==> src/rtl/elastic_fifo_flex_pkg.sv <==
// Shared definitions for the elastic FIFO family: safe pointer width and transfer encoding.
package elastic_fifo_flex_pkg;

  // Width of an index into n slots; never zero, so a single-slot buffer still gets a 1-bit pointer.
  function automatic int unsigned safe_clog2(input int unsigned n);
    return (n <= 1) ? 1 : $clog2(n);
  endfunction

  typedef enum logic [1:0] {
    XferNone = 2'b00,
    XferRd   = 2'b01,
    XferWr   = 2'b10,
    XferBoth = 2'b11
  } xfer_e;

endpackage

==> src/rtl/elastic_fifo_ptr.sv <==
// Wrap-around slot pointer; wraps explicitly at NUM_SLOTS-1 so non-power-of-two depths work.
module elastic_fifo_ptr
  import elastic_fifo_flex_pkg::*;
#(
  parameter int unsigned NUM_SLOTS = 2,
  parameter int unsigned PW        = safe_clog2(NUM_SLOTS)
) (
  input  logic          clk,
  input  logic          rst,
  input  logic          inc,
  output logic [PW-1:0] ptr
);

  localparam logic [PW-1:0] LastSlot = PW'(NUM_SLOTS - 1);

  logic [PW-1:0] ptr_d, ptr_q;

  always_comb begin
    ptr_d = ptr_q;
    if (inc) begin
      ptr_d = (ptr_q == LastSlot) ? '0 : ptr_q + 1'b1;
    end
  end

  always_ff @(posedge clk or negedge rst) begin
    if (!rst) begin
      ptr_q <= '0;
    end else begin
      ptr_q <= ptr_d;
    end
  end

  assign ptr = ptr_q;

endmodule

==> src/rtl/elastic_fifo_flex.sv <==
// Elastic valid/ready FIFO of any depth with optional fall-through bypass and occupancy outputs.
module elastic_fifo_flex
  import elastic_fifo_flex_pkg::*;
#(
  parameter int unsigned NUM_SLOTS = 2,
  parameter int unsigned DATA_TYPE = 32,
  parameter bit          BYPASS    = 1'b0,
  // NUM_SLOTS-1 would be illegal for a single slot, so that case falls back to 1.
  parameter int unsigned AF_THRESH = (NUM_SLOTS > 1) ? NUM_SLOTS - 1 : 1,
  parameter int unsigned CW        = $clog2(NUM_SLOTS + 1)
) (
  input  logic                 clk,
  input  logic                 rst,
  input  logic [DATA_TYPE-1:0] ins,
  input  logic                 ins_valid,
  output logic                 ins_ready,
  output logic [DATA_TYPE-1:0] outs,
  output logic                 outs_valid,
  input  logic                 outs_ready,
  output logic [CW-1:0]        count,
  output logic                 almost_full
);

  localparam int unsigned   PW        = safe_clog2(NUM_SLOTS);
  localparam logic [CW-1:0] FullCount = CW'(NUM_SLOTS);
  localparam logic [CW-1:0] AfCount   = CW'(AF_THRESH);

  if (NUM_SLOTS == 0) begin : gen_bad_slots
    $error("elastic_fifo_flex: NUM_SLOTS must be at least 1");
  end
  if (AF_THRESH == 0 || AF_THRESH > NUM_SLOTS) begin : gen_bad_af
    $error("elastic_fifo_flex: AF_THRESH must lie in 1..NUM_SLOTS");
  end

  logic [DATA_TYPE-1:0] mem_q [NUM_SLOTS];
  logic [CW-1:0]        count_d, count_q;
  logic [PW-1:0]        head, tail;
  logic                 empty, full;
  logic                 fire_in, fire_out, pass, wr, rd;
  xfer_e                xfer;

  assign empty = (count_q == '0);
  assign full  = (count_q == FullCount);

  // Gating with rst keeps both handshakes quiet for the whole time reset is held.
  assign ins_ready  = rst & (~full | outs_ready);
  assign outs_valid = rst & (~empty | (BYPASS & ins_valid));
  assign outs       = (BYPASS && empty) ? ins : mem_q[head];

  assign fire_in  = ins_valid & ins_ready;
  assign fire_out = outs_valid & outs_ready;
  assign pass     = BYPASS & empty & fire_in & fire_out;
  assign wr       = fire_in & ~pass;
  assign rd       = fire_out & ~empty;
  assign xfer     = xfer_e'({wr, rd});

  always_comb begin
    count_d = count_q;
    case (xfer)
      XferWr:  count_d = count_q + 1'b1;
      XferRd:  count_d = count_q - 1'b1;
      default: count_d = count_q;
    endcase
  end

  always_ff @(posedge clk or negedge rst) begin
    if (!rst) begin
      count_q <= '0;
    end else begin
      count_q <= count_d;
    end
  end

  // Storage carries no reset; contents are only observable once counted in.
  always_ff @(posedge clk) begin
    if (wr) begin
      mem_q[tail] <= ins;
    end
  end

  elastic_fifo_ptr #(
    .NUM_SLOTS (NUM_SLOTS),
    .PW        (PW)
  ) u_head (
    .clk (clk),
    .rst (rst),
    .inc (rd),
    .ptr (head)
  );

  elastic_fifo_ptr #(
    .NUM_SLOTS (NUM_SLOTS),
    .PW        (PW)
  ) u_tail (
    .clk (clk),
    .rst (rst),
    .inc (wr),
    .ptr (tail)
  );

  assign count       = count_q;
  assign almost_full = (count_q >= AfCount);

endmodule

==> config.mk <==
export PLATFORM = sky130hd
export DESIGN_NAME = elastic_fifo_flex
export DESIGN_NICKNAME = d
export VERILOG_FILES = /design/src/rtl/elastic_fifo_flex_pkg.sv /design/src/rtl/elastic_fifo_ptr.sv /design/src/rtl/elastic_fifo_flex.sv
export SDC_FILE = /design/constraint.sdc
export NUM_CORES = 1
export LEC_CHECK = 0
export CAP_MARGIN = 5
export CORE_ASPECT_RATIO = 0.5
export CORE_UTILIZATION = 43
export CTS_CLUSTER_SIZE = 20
export DETAILED_ROUTE_END_ITERATION = 8
export PLACE_DENSITY = 0.76
export SLEW_MARGIN = 20
export SYNTH_ARGS = -nofsm -noshare
export SYNTH_HDL_FRONTEND = slang
export SYNTH_HIERARCHICAL = 1
export SYNTH_SLANG_ARGS = --single-unit
==> constraint.sdc <==
create_clock -name clk -period 1.8 [get_ports clk]
set_input_delay 0.27 -clock clk [delete_from_list [all_inputs] [get_ports clk]]
set_output_delay 0.27 -clock clk [all_outputs]
set_load 0.01 [all_outputs]
# Yosys cells after proc, flatten, opt, wreduce, memory -nomap -nowiden
# Memories as Yosys holds them, arrays and structs flattened.
# Index checks and enable logic that the tools add are counted.
# classes
n_eq_ne,3
n_reduce_logical,2
add_sub_neg,4
muxes,5
bitwise_logic,8
magnitude_cmp,1
# ops
op,n
1-bit bitwise AND,5
"2-bit == test, second input constant",2
1-bit 2-to-1 mux,4
2-bit one-hot mux with 2 select lines,1
"1-bit adder, second input constant",2
"2-bit by 1-bit adder with 2-bit output, second input constant",1
"2-bit by 1-bit == test with 1-bit output, second input constant",1
"2-bit by 1-bit greater-or-equal comparator with 1-bit output, second input constant",1
2-bit logical NOT,1
1-bit NOT,2
2-bit nonzero test,1
"2-bit by 1-bit subtractor with 2-bit output, second input constant",1
1-bit OR,1
# word_totals
wordCells,27
n_memories,1
input_bits,36
output_inout_bits,37
ramBits,64
regBits,4
# memory_table
memory,depth,width,rd,rd_clocked_by_memory_dff,write_ports,line_no,text
mem_q,2,32,1,0,1,elastic_fifo_flex.sv:35,logic [DATA_TYPE-1:0] mem_q [NUM_SLOTS];

# Depth between registers and ports, before layout
# Gate-level depths: netlist of run 1.
# logic_depth
word_depth,7
ltp_mapped,7
ltp_nobuf,7

# Hierarchy
# The synthesis of run 1 kept the hierarchy.
# by_module_without_submodules
module,area_each_um2,cells_per_inst,n_inst
elastic_fifo_flex,2658.8,121,1
elastic_fifo_ptr,33.8,2,2

# Least setup slack after synthesis of run 1
# Ideal clock, no wire load.
# synth_path
kind,flip-flop to flip-flop
start,"register count_q[0], in the netlist count[0]"
end,"memory mem_q[0][0], enable pin"
t_arrival_ns,1.687
setup_time_ns,0.392
setup_slack_ns,-0.279
path_buffers,0
required_time_ns,1.408
period_less_slack_ns,2.079
stages_incl_launch_ff,5
path_cell_list,dfrtp_1 > inv_1 > ha_1 > nand2b_1 > and4b_1
# synth_between
elab_chain_len,7
# synth_rtl
item,line_no,text
"start, declared",elastic_fifo_flex.sv:36,"logic [CW-1:0] count_d, count_q;"
"start signal, assigned",elastic_fifo_flex.sv:70,count_q <= count_d;
2-bit == test,elastic_fifo_flex.sv:43,assign full = (count_q == FullCount);
1-bit NOT,elastic_fifo_flex.sv:46,assign ins_ready = rst & (~full | outs_ready);
1-bit OR,elastic_fifo_flex.sv:46,
1-bit bitwise AND,elastic_fifo_flex.sv:46,
1-bit bitwise AND,elastic_fifo_flex.sv:50,assign fire_in = ins_valid & ins_ready;
1-bit 2-to-1 mux,elastic_fifo_flex.sv:76,if (wr) begin
1-bit 2-to-1 mux (implied by the code),elastic_fifo_flex.sv:77,mem_q[tail] <= ins;
"end, declared",elastic_fifo_flex.sv:35,
# No other way between the ends.

# Worst setup path in the final report of run 1
# layout_path
start,"register u_head.ptr_q, in the netlist u_head/ptr"
end,output port outs[22]
# layout_between
elab_chain_len,1
# layout_rtl
item,line_no,text
"start, declared",elastic_fifo_ptr.sv:16,"logic [PW-1:0] ptr_d, ptr_q;"
"start signal, assigned",elastic_fifo_ptr.sv:29,ptr_q <= ptr_d;
memory read 2 x 32 bit,n/a,
"end, declared",elastic_fifo_flex.sv:17,"output logic [DATA_TYPE-1:0] outs,"
# No other way between the ends.

==> results of run 1 <==
[worst max path at each step]
| stage | start | endpoint | slack [ns] | cells past startpoint |
|---|---|---|---|---|
| after floorplan | count[0]$_DFFE_PN0P_ | mem_q[1][0]$_DFFE_PP_ | 0.02 | 4 |
| after global routing | count[0]$_DFFE_PN0P_ | ins_ready | -0.04 | 5 |
| after CTS | u_head/ptr$_DFFE_PN0P_ | outs[2] | -0.04 | 4 |
| after global placement | outs_ready | ins_ready | 0.02 | 4 |
| after detailed placement | outs_ready | ins_ready | -0.01 | 4 |
| final | u_head/ptr$_DFFE_PN0P_ | outs[22] | 0.04 | 4 |
[synth_stat cells]
| cell | n |
|---|---|
| dfrtp_1 | 4 |
| xor2_1 | 2 |
| buf_12 | 3 |
| nand2b_1 | 1 |
| inv_1 | 3 |
| edfxtp_1 | 64 |
| and4b_1 | 1 |
| nand2_1 | 1 |
| xnor2_1 | 2 |
| mux2_4 | 30 |
| o21ai_0 | 1 |
| ha_1 | 4 |
| and2_1 | 2 |
| nand3_1 | 1 |
| nor2b_1 | 1 |
| buf_6 | 1 |
| and3_1 | 1 |
| and4_1 | 1 |
| mux2_2 | 2 |
[state kept, by name (all words and copies together) (netlist names)]
register	count
count	2
mem_q	64
u_head/ptr	1
u_tail/ptr	1
[report_power, final]
group	internal (mW)	switching (mW)
sequential	1.97	0.0818
clock	1.05	0.587
combinational	1.26	0.833
[through the flow]
| stage | instance area (um2) | worst slack [ns] | setup TNS, ns | utilization | hold slack, ns |
|---|---|---|---|---|---|
| 3_3_place_gp | 3627 | 0.01869 | 0 | 0.5965 | 0.4729 |
| 4_1_cts | 3914 | -0.04494 | -0.1571 | 0.6436 | 0.2595 |
| 6_report | 3923 | 0.04402 | 0 | 0.6451 | 0.2659 |
| 3_5_place_dp | 3627 | -0.01096 | -0.01096 | 0.5965 | 0.4861 |
| 2_1_floorplan | 2729 | 0.02004 | 0 | - | -0.02559 |
| 5_1_grt | 3923 | -0.03809 | -0.03809 | 0.6451 | 0.2732 |
[layout make-up]
class,instances,area [um2]
Clock buffer,10,229.0
Clock inverter,5,53.80
Fill cell,429,2158
Inverter,3,11.26
Multi-Input combinational cell,50,624.3
Sequential cell,68,2023
Tap cell,88,110.1
Timing Repair Buffer,90,870.8
[per-layer routing]
layer  vias to the layer above  part of all wire  GRT usage  wire length (um)
li1                        680                 -          -                 -
met1                       696              0.39     0.1656              1799
met2                        29              0.55     0.2926              2582
met3                         4             0.047    0.06488               217
met4                         0             0.012    0.05751                55
met5                         -                 0          0                 0
[worst max-delay path: stages (launching register included)]
cell	delay, ns
dfrtp_2	0.43
buf_4	0.15
buf_12	0.14
mux2_4	0.30
buf_2	0.14
[cell families (layout without fill, tap and decap cells)]
family	after synthesis	count (layout)
buffers and inverters	7	108
AOI/OAI and AO/OA	1	1
xor gates and xnor gates	4	4
muxes	32	32
DFF	68	68
and+or+nand+nor	9	9
adders and majority gates	4	4
[timing repair]
| item | in CTS | in global routing |
|---|---|---|
| hold buffers | 0 | 0 |
| endpoints found under the hold margin | 0 | 0 |
| gates resized for setup | 138 | 8 |
| setup endpoints to repair | 35 | 16 |
| cloned | 1 | 0 |
| setup buffers | 8 | 0 |
| pin swaps | 0 | 0 |
==> results.sh, run 1 <==
export IMPL_worstSetupPathType="reg -> out"
export IMPL_synth_simple_area_share=0.02157
export IMPL_vias_per_cell=4.487
export IMPL_dpl_cell_count=291
export IMPL_synth_seq_cells=68
export IMPL_wl_per_cell_um=14.82
export IMPL_first_global_vias=1494
export IMPL_timing_final_max_slew_violations=0
export IMPL_mostFrequentLayoutCells="edfxtp_1 (64), clkdlybuf4s50_1 (37), mux2_4 (30), buf_2 (17), buf_6 (15)"
export IMPL_synth_adder_area_share=0.01836
export IMPL_synth_compound_area_frac=0.001836
export IMPL_routed_via_count=1409
export IMPL_rsz0062_at_grt="true"
export IMPL_worstSetupEndpointType="output pin"
export IMPL_final_common_cell="edfxtp_1"
export IMPL_rr_startpoint="count[0]$_DFFE_PN0P_"
export IMPL_total_power_mw=5.792
export IMPL_start_util=0.4484
export IMPL_ios=73
export IMPL_post_synth_top_area_cell="edfxtp_1"
export IMPL_fin_crit_ns=1.756
export IMPL_cts_tree="yes"
export IMPL_timing_rr_end="mem_q[0][13]$_DFFE_PP_"
export IMPL_syn_area_um2=2726
export IMPL_syn2layout_area_growth_pct=43.87
export IMPL_ys_seq_area_frac=0.7416
export IMPL_final_nets=262
export IMPL_arrival_ns=1.49
export IMPL_htreeDepth=3
export IMPL_grt_pass1_wl_mm=7.383
export IMPL_drive_gt1_frac=0.4336
export IMPL_synth_cells=125
export IMPL_muxShareOfSynthArea=0.1735
export IMPL_synthXorXnorAreaFrac=0.01285
export IMPL_syn_avg_cell_area_um2=21.81
export IMPL_reg2reg_depth=6
export IMPL_fp_dieW_um=114.6
export IMPL_drt_iter0_markers=46
export IMPL_hp_class="in -> async"
export IMPL_synth_net_count=165
export IMPL_fin_cells=314
export IMPL_antenna_found_initial=0
export IMPL_critPathMaxFanout=11
export IMPL_vdd_drop_max_mv=0.6461
export IMPL_totalWireLength_mm=4.655
export IMPL_clockBufferDepth=2
export IMPL_synth_top_family_by_area="multiplexers"
export IMPL_synth_distinct_cells=19
export IMPL_grt_max_degree=27
export IMPL_skew_ns=0.004789
export IMPL_io_buffers=72
export IMPL_rows=20
export IMPL_ant_nets=0
export IMPL_grt_overflow=0
export IMPL_slew_headroom=0.8849
export IMPL_startpoint_type="flop"
export IMPL_finalHoldViolations=0
export IMPL_cts_sinks=68
export IMPL_drtPass1Iterations=4
export IMPL_p_leak_nw=1.539
export IMPL_cts_buffers=9
export IMPL_fp_dieH_um=58.31
export IMPL_grt_total_usage=0.1581
export IMPL_die_area_um2=6682
export IMPL_post_dp_hpwl_mm=3.086
export IMPL_root_buffer="clkbuf_16"
export IMPL_powerDensity_nw_per_um2=1477
export IMPL_final_setup_viol_count=0
export IMPL_place_gp_congestion=0.7079
export IMPL_maxCapViolations=0
export IMPL_drc=0
export IMPL_clk_pin_slew_worst_paths_ns=0.05
export IMPL_yosysTopAreaCellShare=0.7049
export IMPL_core_area_um2=6081
export IMPL_worst_slew_pin_slew_ns=0.1709
export IMPL_cp_required_ns=1.53
export IMPL_clock_latency_ns=0.32
export IMPL_diodes=0
export IMPL_period_share=0.9755
export IMPL_synthTopCellsByArea="edfxtp_1 (70%), mux2_4 (17%), dfrtp_1 (3.7%)"
export IMPL_fmax_mhz=569.5
export IMPL_status="finished clean"
export IMPL_rrSetupSlack_ns=0.19
export IMPL_ys_warn_count=6
No activity file was read; power rests on OpenSTA's default activity.
==> run 2, diff against run 1 <==
--- a/config.mk
+++ b/config.mk
@@ -5,7 +5,7 @@
 export SDC_FILE = /design/constraint.sdc
 export NUM_CORES = 1
 export LEC_CHECK = 0
-export CAP_MARGIN = 5
+export CAP_MARGIN = 10
 export CORE_ASPECT_RATIO = 0.5
 export CORE_UTILIZATION = 43
 export CTS_CLUSTER_SIZE = 20
==> results of run 2 <==
No change in the layout: final DEF, timing and power equal those of run 1.
